--- config.mk ---
export PLATFORM = sky130hd
export DESIGN_NAME = mux_n_1_rr
export DESIGN_NICKNAME = d
export VERILOG_FILES = /design/src/rtl/mux_n_1_rr.sv
export SDC_FILE = /design/constraint.sdc
export NUM_CORES = 1
export LEC_CHECK = 0
export BUFFER_PORTS_ARGS = -buffer_cell sky130_fd_sc_hd__buf_2
export CAP_MARGIN = 5
export CORE_AREA = 2 2 47 53
export CTS_BUF_LIST = sky130_fd_sc_hd__clkbuf_16
export DETAILED_ROUTE_END_ITERATION = 16
export DIE_AREA = 0 0 49 55
export MAX_ROUTING_LAYER = met4
export PLACE_DENSITY = 0.82
export SETUP_SLACK_MARGIN = 0.15
export SYNTH_ARGS = -nofsm -noshare
export SYNTH_HDL_FRONTEND = slang
export SYNTH_SLANG_ARGS = --single-unit
--- constraint.sdc ---
create_clock -name i_clk -period 6.6 [get_ports i_clk]
set_clock_uncertainty 0.1 [all_clocks]
set_input_delay 0.66 -clock i_clk [delete_from_list [all_inputs] [get_ports i_clk]]
set_output_delay 0.66 -clock i_clk [all_outputs]
set_load 0.01 [all_outputs]
--- src/rtl/mux_n_1_rr.sv ---
// N-channel registered mux with fixed-select or round-robin arbitration.
// Optional even-parity output enabled by defining MUXN_PARITY_EN.
module mux_n_1_rr #(
  parameter  int N    = 4,
  parameter  int W    = 8,
  localparam int SELW = $clog2(N)
) (
  input  logic            i_clk,
  input  logic            i_rst_n,
  input  logic            i_mode,
  input  logic [SELW-1:0] i_sel,
  input  logic [N-1:0]    i_in_valid,
  input  logic [N*W-1:0]  i_in_data,
  output logic [N-1:0]    o_in_ready,
  output logic            o_out_valid,
  output logic [W-1:0]    o_out_data,
  output logic [SELW-1:0] o_out_ch,
  input  logic            i_out_ready
`ifdef MUXN_PARITY_EN
  ,
  output logic            o_out_par
`endif
);

  logic            r_outValid;
  logic [W-1:0]    r_outData;
  logic [SELW-1:0] r_outCh;
  logic [SELW-1:0] r_rrPtr;

  logic            w_canAccept;
  logic            w_grantValid;
  logic [SELW-1:0] w_grant;
  logic            w_hiValid;
  logic [SELW-1:0] w_hiIdx;
  logic            w_anyValid;
  logic [SELW-1:0] w_anyIdx;
  logic            w_xfer;
  logic [W-1:0]    w_selData;

  assign w_canAccept = !r_outValid || i_out_ready;

  // Round-robin: lowest requester at or above the pointer, else lowest overall (wrap).
  always_comb begin
    w_hiValid  = 1'b0;
    w_hiIdx    = '0;
    w_anyValid = 1'b0;
    w_anyIdx   = '0;
    for (int i = N - 1; i >= 0; i--) begin
      if (i_in_valid[i]) begin
        w_anyValid = 1'b1;
        w_anyIdx   = SELW'(i);
        if (SELW'(i) >= r_rrPtr) begin
          w_hiValid = 1'b1;
          w_hiIdx   = SELW'(i);
        end
      end
    end
  end

  always_comb begin
    w_grantValid = 1'b0;
    w_grant      = '0;
    if (i_mode) begin
      w_grantValid = w_anyValid;
      w_grant      = w_hiValid ? w_hiIdx : w_anyIdx;
    end else begin
      for (int i = 0; i < N; i++) begin
        if (i_sel == SELW'(i) && i_in_valid[i]) begin
          w_grantValid = 1'b1;
          w_grant      = SELW'(i);
        end
      end
    end
  end

  assign w_xfer = w_grantValid && w_canAccept && i_rst_n;

  always_comb begin
    o_in_ready = '0;
    w_selData  = '0;
    for (int i = 0; i < N; i++) begin
      if (w_grant == SELW'(i)) begin
        o_in_ready[i] = w_xfer;
        w_selData     = i_in_data[i*W +: W];
      end
    end
  end

  always_ff @(posedge i_clk) begin
    if (!i_rst_n) begin
      r_outValid <= 1'b0;
      r_outData  <= '0;
      r_outCh    <= '0;
      r_rrPtr    <= '0;
    end else if (w_xfer) begin
      r_outValid <= 1'b1;
      r_outData  <= w_selData;
      r_outCh    <= w_grant;
      r_rrPtr    <= (w_grant == SELW'(N - 1)) ? '0 : w_grant + SELW'(1);
    end else if (i_out_ready) begin
      r_outValid <= 1'b0;
    end
  end

`ifdef MUXN_PARITY_EN
  logic r_outPar;

  always_ff @(posedge i_clk) begin
    if (!i_rst_n) begin
      r_outPar <= 1'b0;
    end else if (w_xfer) begin
      r_outPar <= ^w_selData;
    end
  end

  assign o_out_par = r_outPar;
`endif

  assign o_out_valid = r_outValid;
  assign o_out_data  = r_outData;
  assign o_out_ch    = r_outCh;

endmodule

; Word-level counts from Yosys, hierarchy flattened
; Index checks and enable logic that the tools add are counted.
[word_totals]
regBits = 13
[classes]
magnitude_cmp = 4
add_sub_neg = 1
n_reduce_logical = 11
n_eq_ne = 6
n_mux = 45
[ops]
columns = op, n
row1 = 2-bit 2-to-1 mux, 17
row2 = 8-bit 2-to-1 mux, 4
row3 = 1-bit 2-to-1 mux, 24
row4 = 2-bit equality test (second input constant), 4
row5 = 1-bit logical AND, 6
row6 = 2-bit by 1-bit equality test with 1-bit output (second input constant), 2
row7 = 1-bit by 2-bit greater-or-equal comparator with 1-bit output (first input constant), 2
row8 = 2-bit greater-or-equal comparator (first input constant), 2
row9 = 2-bit logical NOT, 2
row10 = 2-bit by 1-bit adder with 2-bit output (second input constant), 1
row11 = 2-bit nonzero test, 1
row12 = 1-bit logical NOT, 1
row13 = 1-bit logical OR, 1

; Longest topological paths before layout
[logic_depth]
depth_word = 16
depth_mapped = 11
ltp_nobuf = 11

; Least setup slack after synthesis
; Ideal clock, no wire load.
[synth_path]
path_kind = input to output
startpoint = input i_in_valid[2]
endpoint = output o_in_ready[3]
arrival_time_ps = 2177
path_stages = 9
required_ps = 5840
slack_ps = 3663
path_cell_list = mux2i_1 > o221ai_1 > o21ai_0 > a211oi_2 > inv_1 > ha_1 > clkbuf_1 > clkbuf_1 > and2_1
[synth_between]
elab_chain_len = 9
elab_cells_between_ends = 28
[synth_lines]
columns = item, line
row1 = "start, declared", 12  ; input logic [N-1:0] i_in_valid,
row2 = 2-bit 2-to-1 mux or 1-bit 2-to-1 mux (tied branches), 49  ; if (i_in_valid[i]) begin
row3 = 2-bit 2-to-1 mux or 1-bit 2-to-1 mux (tied branches), 52  ; if (SELW'(i) >= r_rrPtr) begin
row4 = 2-bit 2-to-1 mux or 1-bit 2-to-1 mux (tied branches), 49
row5 = 2-bit 2-to-1 mux or 1-bit 2-to-1 mux (tied branches), 52
row6 = 2-bit 2-to-1 mux or 1-bit 2-to-1 mux (tied branches), 49
row7 = 2-bit 2-to-1 mux, 65  ; w_grant = w_hiValid ? w_hiIdx : w_anyIdx;
row8 = 2-bit 2-to-1 mux *, 63  ; if (i_mode) begin
row9 = via w_grant[0], 32  ; logic [SELW-1:0] w_grant;
row10 = 2-bit equality test *, 82  ; if (w_grant == SELW'(i)) begin
row11 = 1-bit 2-to-1 mux *, 82
row12 = "end, declared", 14  ; output logic [N-1:0] o_in_ready,
; Mark *: on every way through the listed nets, which the timed path passes. The rest lies on a longest branch.

; Worst setup path after layout
; Ends and elaborated chain as after synthesis.

==> impl_metrics.json <==
{
  "grt_overflow": 0,
  "cts_num_sinks": 13,
  "ant_nets": 0,
  "critPathLaunchType": "primary input",
  "die_w_um": 49,
  "drive_gt1_frac": 0.352,
  "async_reset_ff_frac": 0,
  "num_io_pins": 57,
  "nets": 223,
  "postCtsSetupRepairBufs": 0,
  "dpl_cell_area_mm2": 0.00123,
  "synth.yosys.warnings": 0,
  "worstPathRequired_ns": 5.84,
  "dr.pass1.iters": 4,
  "root_buffer": "clkbuf_16",
  "synth.area.top_cells": "dfxtp_1 27%, a21oi_1 15%, a221oi_1 7.3%",
  "drtIter0Drc": 18,
  "grt_pass1_wl_um": 3770,
  "min_period_ns": 3.28,
  "leakage_nw": 0.639,
  "syn-num-nets": 170,
  "core-area_mm2": 0.00218,
  "dp_cells": 202,
  "numPortBuffers": 56,
  "diodes": 0,
  "relSlewSlack": 0.453,
  "antenna_found_initial": 0,
  "wl_um": 2520,
  "dp_hpwl_um": 1940,
  "dr_total_vias": 1078,
  "fin_cells": 206,
  "cp.arrival_ns": 2.52,
  "cts.clk_slew.worst_paths_ns": 0.04,
  "fin_area_mm2": 0.00131,
  "grt_max_degree": 27,
  "viasPerCell": 5.23,
  "cp_max_fo": 17,
  "ys_ff_latch": 13,
  "yosysTopAreaCell": "dfxtp_1",
  "syn_inst": 124,
  "htreeDepth": 1,
  "synth_edf_count": 0,
  "worst_r2r_path_depth": 11,
  "post-route-period-util": 0.497,
  "cts_tree": "done",
  "hold_slack_ns": 0.358,
  "utilization": 0.597,
  "dieArea_mm2": 0.00270,
  "vdd_drop_max_mv": 0.145,
  "clkLatencyLatePin_ns": 0.24,
  "tightestPinTransition_ns": 0.821,
  "ff2ff_setup_slack_ns": 3.61,
  "cts-resized-gates": 0,
  "die_y_um": 55,
  "slowest_stage": "ha_1",
  "status": "finished, final reports clean",
  "critical-path-max-stage-delay_ns": 0.40,
  "fill_cells": 210,
  "end_kind": "output pin",
  "yosysSeqAreaShare": 0.271,
  "max_freq_ghz": 0.305,
  "pre_cts_ws_ns": 3.30,
  "yosys-top-cells-count": "28 x a21oi_1, 13 x dfxtp_1, 10 x nor2b_1, 9 x nand2_1, 8 x a221oi_1",
  "hold_violations": 0,
  "tns_ns": 0,
  "synth_most_common_cell": "a21oi_1",
  "core.rowCount": 18,
  "grt_pass1_vias": 915,
  "startpoint": "i_in_valid[2]",
  "total_power_uw": 321,
  "drv_slew": 0,
  "grt_util_all_layers": 0.187,
  "drv_cap": 0,
  "cp_cell_sequence": "buf_2 -> mux2i_1 -> o221ai_1 -> o21ai_0 -> a211oi_2 -> inv_1 -> ha_1 -> and2_1 -> buf_2",
  "ys_types": 28,
  "syn_to_final_growth_pct": 35.8,
  "synth_area_um2": 961,
  "cts_hold_buf": 0,
  "cts_buffers": 3,
  "r2r_end": "o_out_data[4]",
  "ys.flop_type": "dfxtp_1",
  "synth.avg_cell_area_um2": 7.75,
  "path_class": "primary input to output pin",
  "setup.worst_path.end": "o_in_ready[3]",
  "power_density_mw_per_mm2": 246,
  "setup_viol": 0,
  "drc": 0,
  "place_congestion": 0.905,
  "postLayoutSetupSlackWorst_ns": 3.32,
  "initial_core_util": 0.440,
  "r2r-start": "r_rrPtr[1]",
  "cp_common_cell": "buf_2",
  "cts_buffer_depth": 2,
  "yosysTopAreaCellShare": 0.271,
  "wl_per_cell_um": 12.2,
  "hold_class": "flip-flop to flip-flop",
  "rsz0062_at_grt": "false"
}
worst max-delay path: cells and delay by family:
kind | cells | cell delay, ns
AOI/OAI and AO/OA | 3 | 0.74
adders and majority gates | 1 | 0.40
buffers and inverters | 3 | 0.40
muxes | 1 | 0.09
and+or+nand+nor | 1 | 0.22
cell type report:
class,instances,area (um2),area share
multi-input combinational,98,629,0.482
timing repair buffer,56,280,0.215
sequential,13,260,0.199
clock buffer,3,75.1,0.0575
tap,30,37.5,0.0288
inverter,5,18.8,0.0144
clock inverter,1,3.75,0.00288
state kept, by name, indices dropped and copies added (netlist names):
register and cells:
o_out_ch 2, o_out_data 8, o_out_valid 1, r_rrPtr 2
cells by family (layout without fill, tap and decap cells):
family                     Yosys count  after routing  share of synthesized area
DFF                                 13             13                      0.271
buffers and inverters               13             65                     0.0742
muxes                                6              6                     0.0690
AOI/OAI and AO/OA                   50             50                      0.327
and+or+nand+nor                     38             38                      0.207
adders and majority gates            4              4                     0.0521
cell usage in the layout, fill, tap and decap left out, types with 2 or more instances in the layout:
| master | n |
|---|---|
| a21oi_1 | 28 |
| a221oi_1 | 8 |
| and2_1 | 4 |
| buf_2 | 56 |
| clkbuf_16 | 3 |
| dfxtp_1 | 13 |
| ha_1 | 4 |
| inv_1 | 6 |
| mux2i_1 | 4 |
| nand2_1 | 9 |
| nand2b_1 | 2 |
| nor2_1 | 4 |
| nor2b_1 | 10 |
| nor3_1 | 7 |
| o21ai_0 | 3 |
| o21ai_1 | 2 |
| o221ai_1 | 2 |
worst min path at each step:
stage	cells after the start	end	slack (ns)	startpoint
2_1_floorplan	2	r_rrPtr[0]	0.37	r_rrPtr[0]
3_3_place_gp	2	o_out_ch[1]	0.35	o_out_ch[1]
3_5_place_dp	2	o_out_ch[1]	0.35	o_out_ch[1]
4_1_cts	2	o_out_ch[1]	0.36	o_out_ch[1]
5_1_grt	2	o_out_ch[1]	0.37	o_out_ch[1]
6_report	2	o_out_ch[1]	0.36	o_out_ch[1]
where the power goes:
group	switching, mW	internal [mW]
clock	0.0294	0.0795
sequential	0.00832	0.0926
combinational	0.0601	0.0512
metal layers:
| layer | routed length, um | track usage |
|---|---|---|
| met1 | 1040 | 0.201 |
| met2 | 1280 | 0.347 |
| met3 | 179 | 0.0242 |
| met4 | 19 | 0.105 |
| met5 | 0 | - |
No activity file was read; power rests on OpenSTA's default activity.
